$ cat src/rtl/irq_controller.sv
// Machine-level interrupt controller: software bit, prescaled timer/compare and edge-latched
// external lines, arbitrated into a single request/taken/mret handshake.
module irq_controller #(
    parameter int NUM_EXT  = 4,
    parameter int PRESCALE = 1
) (
    input  logic               clk,
    input  logic               rst,
    input  logic [NUM_EXT-1:0] ext_irq,
    input  logic               mstatus_mie,
    input  logic               mie_msie,
    input  logic               mie_mtie,
    input  logic               mie_meie,
    input  logic               irq_taken,
    input  logic               mret,
    input  logic               bus_we,
    input  logic               bus_re,
    input  logic [4:0]         bus_addr,
    input  logic [31:0]        bus_wdata,
    output logic [31:0]        bus_rdata,
    output logic               interrupt,
    output logic [3:0]         irq_cause,
    output logic               in_service
);

    localparam int PW = (PRESCALE > 1) ? $clog2(PRESCALE) : 1;
    localparam logic [PW-1:0] PRE_MAX = PW'(PRESCALE - 1);

    localparam logic [1:0] IDLE    = 2'd0;
    localparam logic [1:0] REQ     = 2'd1;
    localparam logic [1:0] SERVICE = 2'd2;

    localparam logic [3:0] CAUSE_MSI = 4'd3;
    localparam logic [3:0] CAUSE_MTI = 4'd7;
    localparam logic [3:0] CAUSE_MEI = 4'd11;

    localparam logic [2:0] REG_MSIP     = 3'd0;
    localparam logic [2:0] REG_MTIMECMP = 3'd1;
    localparam logic [2:0] REG_MTIME    = 3'd2;
    localparam logic [2:0] REG_EXT_EN   = 3'd3;
    localparam logic [2:0] REG_EXT_PEND = 3'd4;
    localparam logic [2:0] REG_CLAIM    = 3'd5;

    logic [1:0]         state;
    logic               msip;
    logic [31:0]        mtimecmp;
    logic [31:0]        mtime;
    logic [PW-1:0]      prescaler;
    logic [NUM_EXT-1:0] ext_en;
    logic [NUM_EXT-1:0] pend;
    logic [NUM_EXT-1:0] sync1;
    logic [NUM_EXT-1:0] sync2;
    logic [NUM_EXT-1:0] sync3;
    logic [4:0]         claim;
    logic [3:0]         req_id;

    logic [2:0]         reg_idx;
    logic               tick;
    logic [NUM_EXT-1:0] ext_rise;
    logic [NUM_EXT-1:0] active;
    logic [NUM_EXT-1:0] sel_mask;
    logic [NUM_EXT-1:0] w1c_mask;
    logic [NUM_EXT-1:0] claim_mask;
    logic               mtip;
    logic               mei;
    logic               msi;
    logic               mti;
    logic [3:0]         win_id;
    logic [3:0]         next_cause;
    logic               latched_ok;
    logic [31:0]        rd_data;
    logic               unused_addr;

    assign reg_idx     = bus_addr[4:2];
    assign unused_addr = ^bus_addr[1:0];
    assign tick        = (prescaler == PRE_MAX);

    assign ext_rise = sync2 & ~sync3;
    assign active   = pend & ext_en;
    assign sel_mask = NUM_EXT'(1) << req_id;

    assign mtip = (mtime >= mtimecmp);
    assign mei  = (|active) & mie_meie & mstatus_mie;
    assign msi  = msip & mie_msie & mstatus_mie;
    assign mti  = mtip & mie_mtie & mstatus_mie;

    assign w1c_mask   = (bus_we && reg_idx == REG_EXT_PEND) ? bus_wdata[NUM_EXT-1:0] : '0;
    assign claim_mask = (state == REQ && irq_taken && irq_cause == CAUSE_MEI) ? sel_mask : '0;

    // Lowest enabled pending index wins among external sources.
    always_comb begin
        win_id = '0;
        for (int i = NUM_EXT - 1; i >= 0; i--) begin
            if (active[i]) begin
                win_id = 4'(i);
            end
        end
    end

    always_comb begin
        if (mei) begin
            next_cause = CAUSE_MEI;
        end else if (msi) begin
            next_cause = CAUSE_MSI;
        end else if (mti) begin
            next_cause = CAUSE_MTI;
        end else begin
            next_cause = '0;
        end
    end

    // A request stays up only while the source it latched is still eligible.
    always_comb begin
        case (irq_cause)
            CAUSE_MEI: latched_ok = (|(active & sel_mask)) & mie_meie & mstatus_mie;
            CAUSE_MSI: latched_ok = msi;
            CAUSE_MTI: latched_ok = mti;
            default:   latched_ok = 1'b0;
        endcase
    end

    always_comb begin
        case (reg_idx)
            REG_MSIP:     rd_data = {31'b0, msip};
            REG_MTIMECMP: rd_data = mtimecmp;
            REG_MTIME:    rd_data = mtime;
            REG_EXT_EN:   rd_data = 32'(ext_en);
            REG_EXT_PEND: rd_data = 32'(pend);
            REG_CLAIM:    rd_data = 32'(claim);
            default:      rd_data = '0;
        endcase
    end

    always_ff @(posedge clk or negedge rst) begin
        if (!rst) begin
            prescaler <= '0;
            mtime     <= '0;
            mtimecmp  <= '1;
            msip      <= 1'b0;
            ext_en    <= '0;
        end else begin
            prescaler <= tick ? '0 : prescaler + PW'(1);
            if (bus_we && reg_idx == REG_MTIME) begin
                mtime <= bus_wdata;
            end else if (tick) begin
                mtime <= mtime + 32'd1;
            end
            if (bus_we && reg_idx == REG_MTIMECMP) begin
                mtimecmp <= bus_wdata;
            end
            if (bus_we && reg_idx == REG_MSIP) begin
                msip <= bus_wdata[0];
            end
            if (bus_we && reg_idx == REG_EXT_EN) begin
                ext_en <= bus_wdata[NUM_EXT-1:0];
            end
        end
    end

    // New edges are OR-ed in last so a coincident set beats a W1C or claim clear.
    always_ff @(posedge clk or negedge rst) begin
        if (!rst) begin
            sync1 <= '0;
            sync2 <= '0;
            sync3 <= '0;
            pend  <= '0;
        end else begin
            sync1 <= ext_irq;
            sync2 <= sync1;
            sync3 <= sync2;
            pend  <= (pend & ~w1c_mask & ~claim_mask) | ext_rise;
        end
    end

    always_ff @(posedge clk or negedge rst) begin
        if (!rst) begin
            bus_rdata <= '0;
        end else if (bus_re) begin
            bus_rdata <= rd_data;
        end
    end

    always_ff @(posedge clk or negedge rst) begin
        if (!rst) begin
            state      <= IDLE;
            interrupt  <= 1'b0;
            irq_cause  <= '0;
            in_service <= 1'b0;
            req_id     <= '0;
            claim      <= '0;
        end else begin
            case (state)
                IDLE: begin
                    if (mei || msi || mti) begin
                        state     <= REQ;
                        interrupt <= 1'b1;
                        irq_cause <= next_cause;
                        req_id    <= win_id;
                    end
                end
                REQ: begin
                    if (irq_taken) begin
                        state      <= SERVICE;
                        interrupt  <= 1'b0;
                        in_service <= 1'b1;
                        if (irq_cause == CAUSE_MEI) begin
                            claim <= {1'b0, req_id} + 5'd1;
                        end
                    end else if (!latched_ok) begin
                        state     <= IDLE;
                        interrupt <= 1'b0;
                    end
                end
                SERVICE: begin
                    if (mret) begin
                        state      <= IDLE;
                        in_service <= 1'b0;
                    end
                end
                default: begin
                    state      <= IDLE;
                    interrupt  <= 1'b0;
                    in_service <= 1'b0;
                end
            endcase
        end
    end

endmodule

$ cat config.mk
export PLATFORM = sky130hd
export DESIGN_NAME = irq_controller
export DESIGN_NICKNAME = d
export VERILOG_FILES = /design/src/rtl/irq_controller.sv
export SDC_FILE = /design/constraint.sdc
export NUM_CORES = 1
export LEC_CHECK = 0
export CORE_AREA = 2 2 214 132
export CTS_BUF_LIST = sky130_fd_sc_hd__clkbuf_8
export CTS_CLUSTER_DIAMETER = 50
export CTS_CLUSTER_SIZE = 16
export DETAILED_ROUTE_END_ITERATION = 12
export DIE_AREA = 0 0 216 134
export HOLD_SLACK_MARGIN = 0.12
export REMOVE_ABC_BUFFERS = 1
export SYNTH_ARGS = -nofsm -noshare
export SYNTH_HDL_FRONTEND = slang
export SYNTH_SLANG_ARGS = --single-unit
$ cat constraint.sdc
create_clock -name clk -period 3.6 [get_ports clk]
set_input_delay 0.72 -clock clk [delete_from_list [all_inputs] [get_ports clk]]
set_output_delay 0.72 -clock clk [all_outputs]
set_load 0.01 [all_outputs]
==> impl_metrics.yaml <==
timing:
  worstMarginPinSlew_ps: 662.0
  fin_crit_sh: 0.7562
  setup_viol_count_final: 0
  max_freq_ghz: 0.3673
  period_needed_ps: 2722
  clock_skew_ps: 16.84
  slew_viol_final: 0
  hold_violations: 0
  maxSlewHeadroom: 0.5573
  grt_setup_unrepaired: "no"
route:
  routed_wl_microns: 18240
  routedWlPerCell_microns: 15.75
  num_vias: 5183
  avgViaCountPerCell: 4.476
  drt_iter0_drc: 407
  drc: 0
  drt-pass1-iter-count: 5
  ant_nets: 0
clocking:
  cts_buffer_depth: 2
  clkSinkCount: 129
  clock_latency_ps: 450
  htreeDepth: 4
  ctsHoldBuffers: 0
  cts_buffers: 17
  clk_pin_slew_ps: 90
  cts_root_buf: "clkbuf_8"
  cts_resized: 0
  postCtsSetupBuffers: 0
  tritoncts: "done"
floorplan:
  start_util: 0.2451
  io_pins: 89
  dieArea_sq_mm: 0.02894
  die_x_microns: 216
  die_h_microns: 134
  coreArea_sq_mm: 0.02705
  row_count: 47
cells_and_area:
  drive_gt1_frac: 0.1318
  syn2layout_area_growth_pct: 25.59
  layout_common_cells: "dfrtp_1, nand2_1, clkdlybuf4s50_1"
  postLayoutCoreUtil: 0.3078
  mostFrequentLayoutCell: "dfrtp_1"
  nets: 864
synthesis:
  yosysSeqAreaShare: 0.4930
  synth_area_per_cell_sq_um: 9.593
  postSynthCellCount: 691
  async_flop_share: 1.000
  ys_warn_count: 0
  ys.flop_type: "dfrtp_1"
  synth_edf_count: 0
  synth_area_sq_mm: 0.006629
  yosysUniqueCellTypes: 50
  ys_ff_latch: 129
power_and_ir_drop:
  cellInternalPower_mw: 2.975
  swShare: 0.3532
  p_seq_frac: 0.460
  p_comb_frac: 0.271
  pwr-share-clk: 0.269
  power.density_mw_per_mm2: 552.4
  power_mw: 4.599
  p_switching_mw: 1.624
  power_leakage_nw: 3.355
  peakVddDrop_v: 0.0002358
worst_setup_path:
  cp_max_fo: 7
  cpPeakStageDelay_ps: 500
  crit_path_top_delay_cell: "dfrtp_1"
  end_kind: "register"
  crit_chain: "inv_1 -> ha_1 -> nand2b_4 -> a2111o_1 -> a311oi_2 -> a21oi_2 -> nor3_4 -> mux2_4"
  path_class: "register to register"
  rrSetupSlack_ps: 880
  crit_required_ps: 3950
  worst-endpoint-arrival_ps: 3070
  startpoint_type: "register"
global_route:
  overflow: 0
  grt_max_degree: 66
  grt_pass1_wl_microns: 29300
  grt_pass1_vias: 5127
  antenna_found_initial: 3
  grt_usage: 0.1312
placement:
  hpwl_microns: 12900
  port_buffers: 86
  gp_congestion: 0.8223
job:
  maxCapViolCount: 0
run_status:
  outcome: "finished clean"
worst_hold_path:
  hp-class: "primary input to async pin"
path summary, 6_finish.rpt:
| check | cells past startpoint | from | end |
|---|---|---|---|
| worst max-delay path | 8 | mtime[0] | req_id[0] |
| worst min-delay path | 1 | rst | bus_rdata[0] |
| worst max register to register | 8 | mtime[0] | req_id[0] |
| worst min register to register | 0 | sync1[2] | sync2[2] |
| max in group asynchronous | 2 | rst | mtimecmp[18] |
| min in group clk | 0 | sync1[2] | sync2[2] |
Yosys cell counts (all sizes together), types with 4 or more instances:
master	count	area share
mux2i	7	0.011
nor4	4	0.0083
nand3	21	0.016
nand2	96	0.054
and2	4	0.0040
xnor2	11	0.015
dfstp	32	0.13
and3	6	0.0057
mux2	12	0.021
nand4	13	0.012
dfrtp	97	0.37
clkbuf	30	0.017
o22ai	28	0.026
ha	37	0.070
inv	69	0.039
o21ai	77	0.058
a22oi	35	0.040
xor2	19	0.025
a21oi	27	0.021
nor3	6	0.0062
nor2	26	0.015
flip-flops by register name, indices dropped and copies added (netlist names):
signal	flops
bus_rdata	32
claim	3
ext_en	4
in_service	1
interrupt	1
irq_cause	3
msip	1
mtime	32
mtimecmp	32
pend	4
req_id	2
state	2
sync1	4
sync2	4
sync3	4
logic make-up after synthesis:
group / after synthesis / synth area share
AO/OA/AOI/OAI: 182 / 0.1646
XOR/XNOR: 30 / 0.03964
adder cells (fa/ha/maj): 37 / 0.06984
buffers and inverters: 102 / 0.05833
flip-flops: 129 / 0.4930
multiplexers: 20 / 0.03492
AND/OR/NAND/NOR: 191 / 0.1397
layer usage:
| metal | vias to the layer above | global-route usage | part of all wire |
|---|---|---|---|
| li1 | 2575 | - | - |
| met1 | 2484 | 0.1987 | 0.53 |
| met2 | 104 | 0.1742 | 0.40 |
| met3 | 18 | 0.03900 | 0.059 |
| met4 | 2 | 0.04338 | 0.012 |
| met5 | - | 0 | 0.00071 |
power by group through the flow:
stage	Clock [mW]	Sequential [mW]	Combinational, mW
floorplan	0	2.08	0.777
global placement	0	2.13	1.22
detailed placement	0	2.14	1.25
CTS	1.28	2.11	1.26
global route	1.35	2.17	1.42
finish	1.24	2.12	1.25
metrics by stage:
stage	instances	TNS [ps]	setup slack, ps	hold WS (ps)	cell area (sq um)
floorplan	658	-14230	-435.0	331.2	6501
global placement	1124	0	817.3	334.9	7941
detailed placement	1124	0	801.0	334.7	7941
CTS	1156	0	873.5	133.1	8320
global route	1157	0	751.4	143.0	8323
finish	1158	0	877.7	156.8	8325
final cells by class:
cell class	instances	area [sq um]
Fill cell	2848	18730
Sequential cell	129	3268
Multi-Input combinational cell	460	2987
Timing Repair Buffer	99	968.4
Tap cell	367	459.2
Inverter	69	259.0
Clock buffer	17	234.0
Clock inverter	15	145.1
Antenna cell	2	5.005
worst max-delay path: cells and delay by family, from the launching register on:
| family | cells | cell delay [ps] |
|---|---|---|
| AOI/OAI and AO/OA | 3 | 990 |
| adders and majority gates | 1 | 270 |
| buffers and inverters | 1 | 80 |
| DFF | 1 | 500 |
| muxes | 1 | 330 |
| and+or+nand+nor | 2 | 460 |
Power figures use the tool's default switching activity.
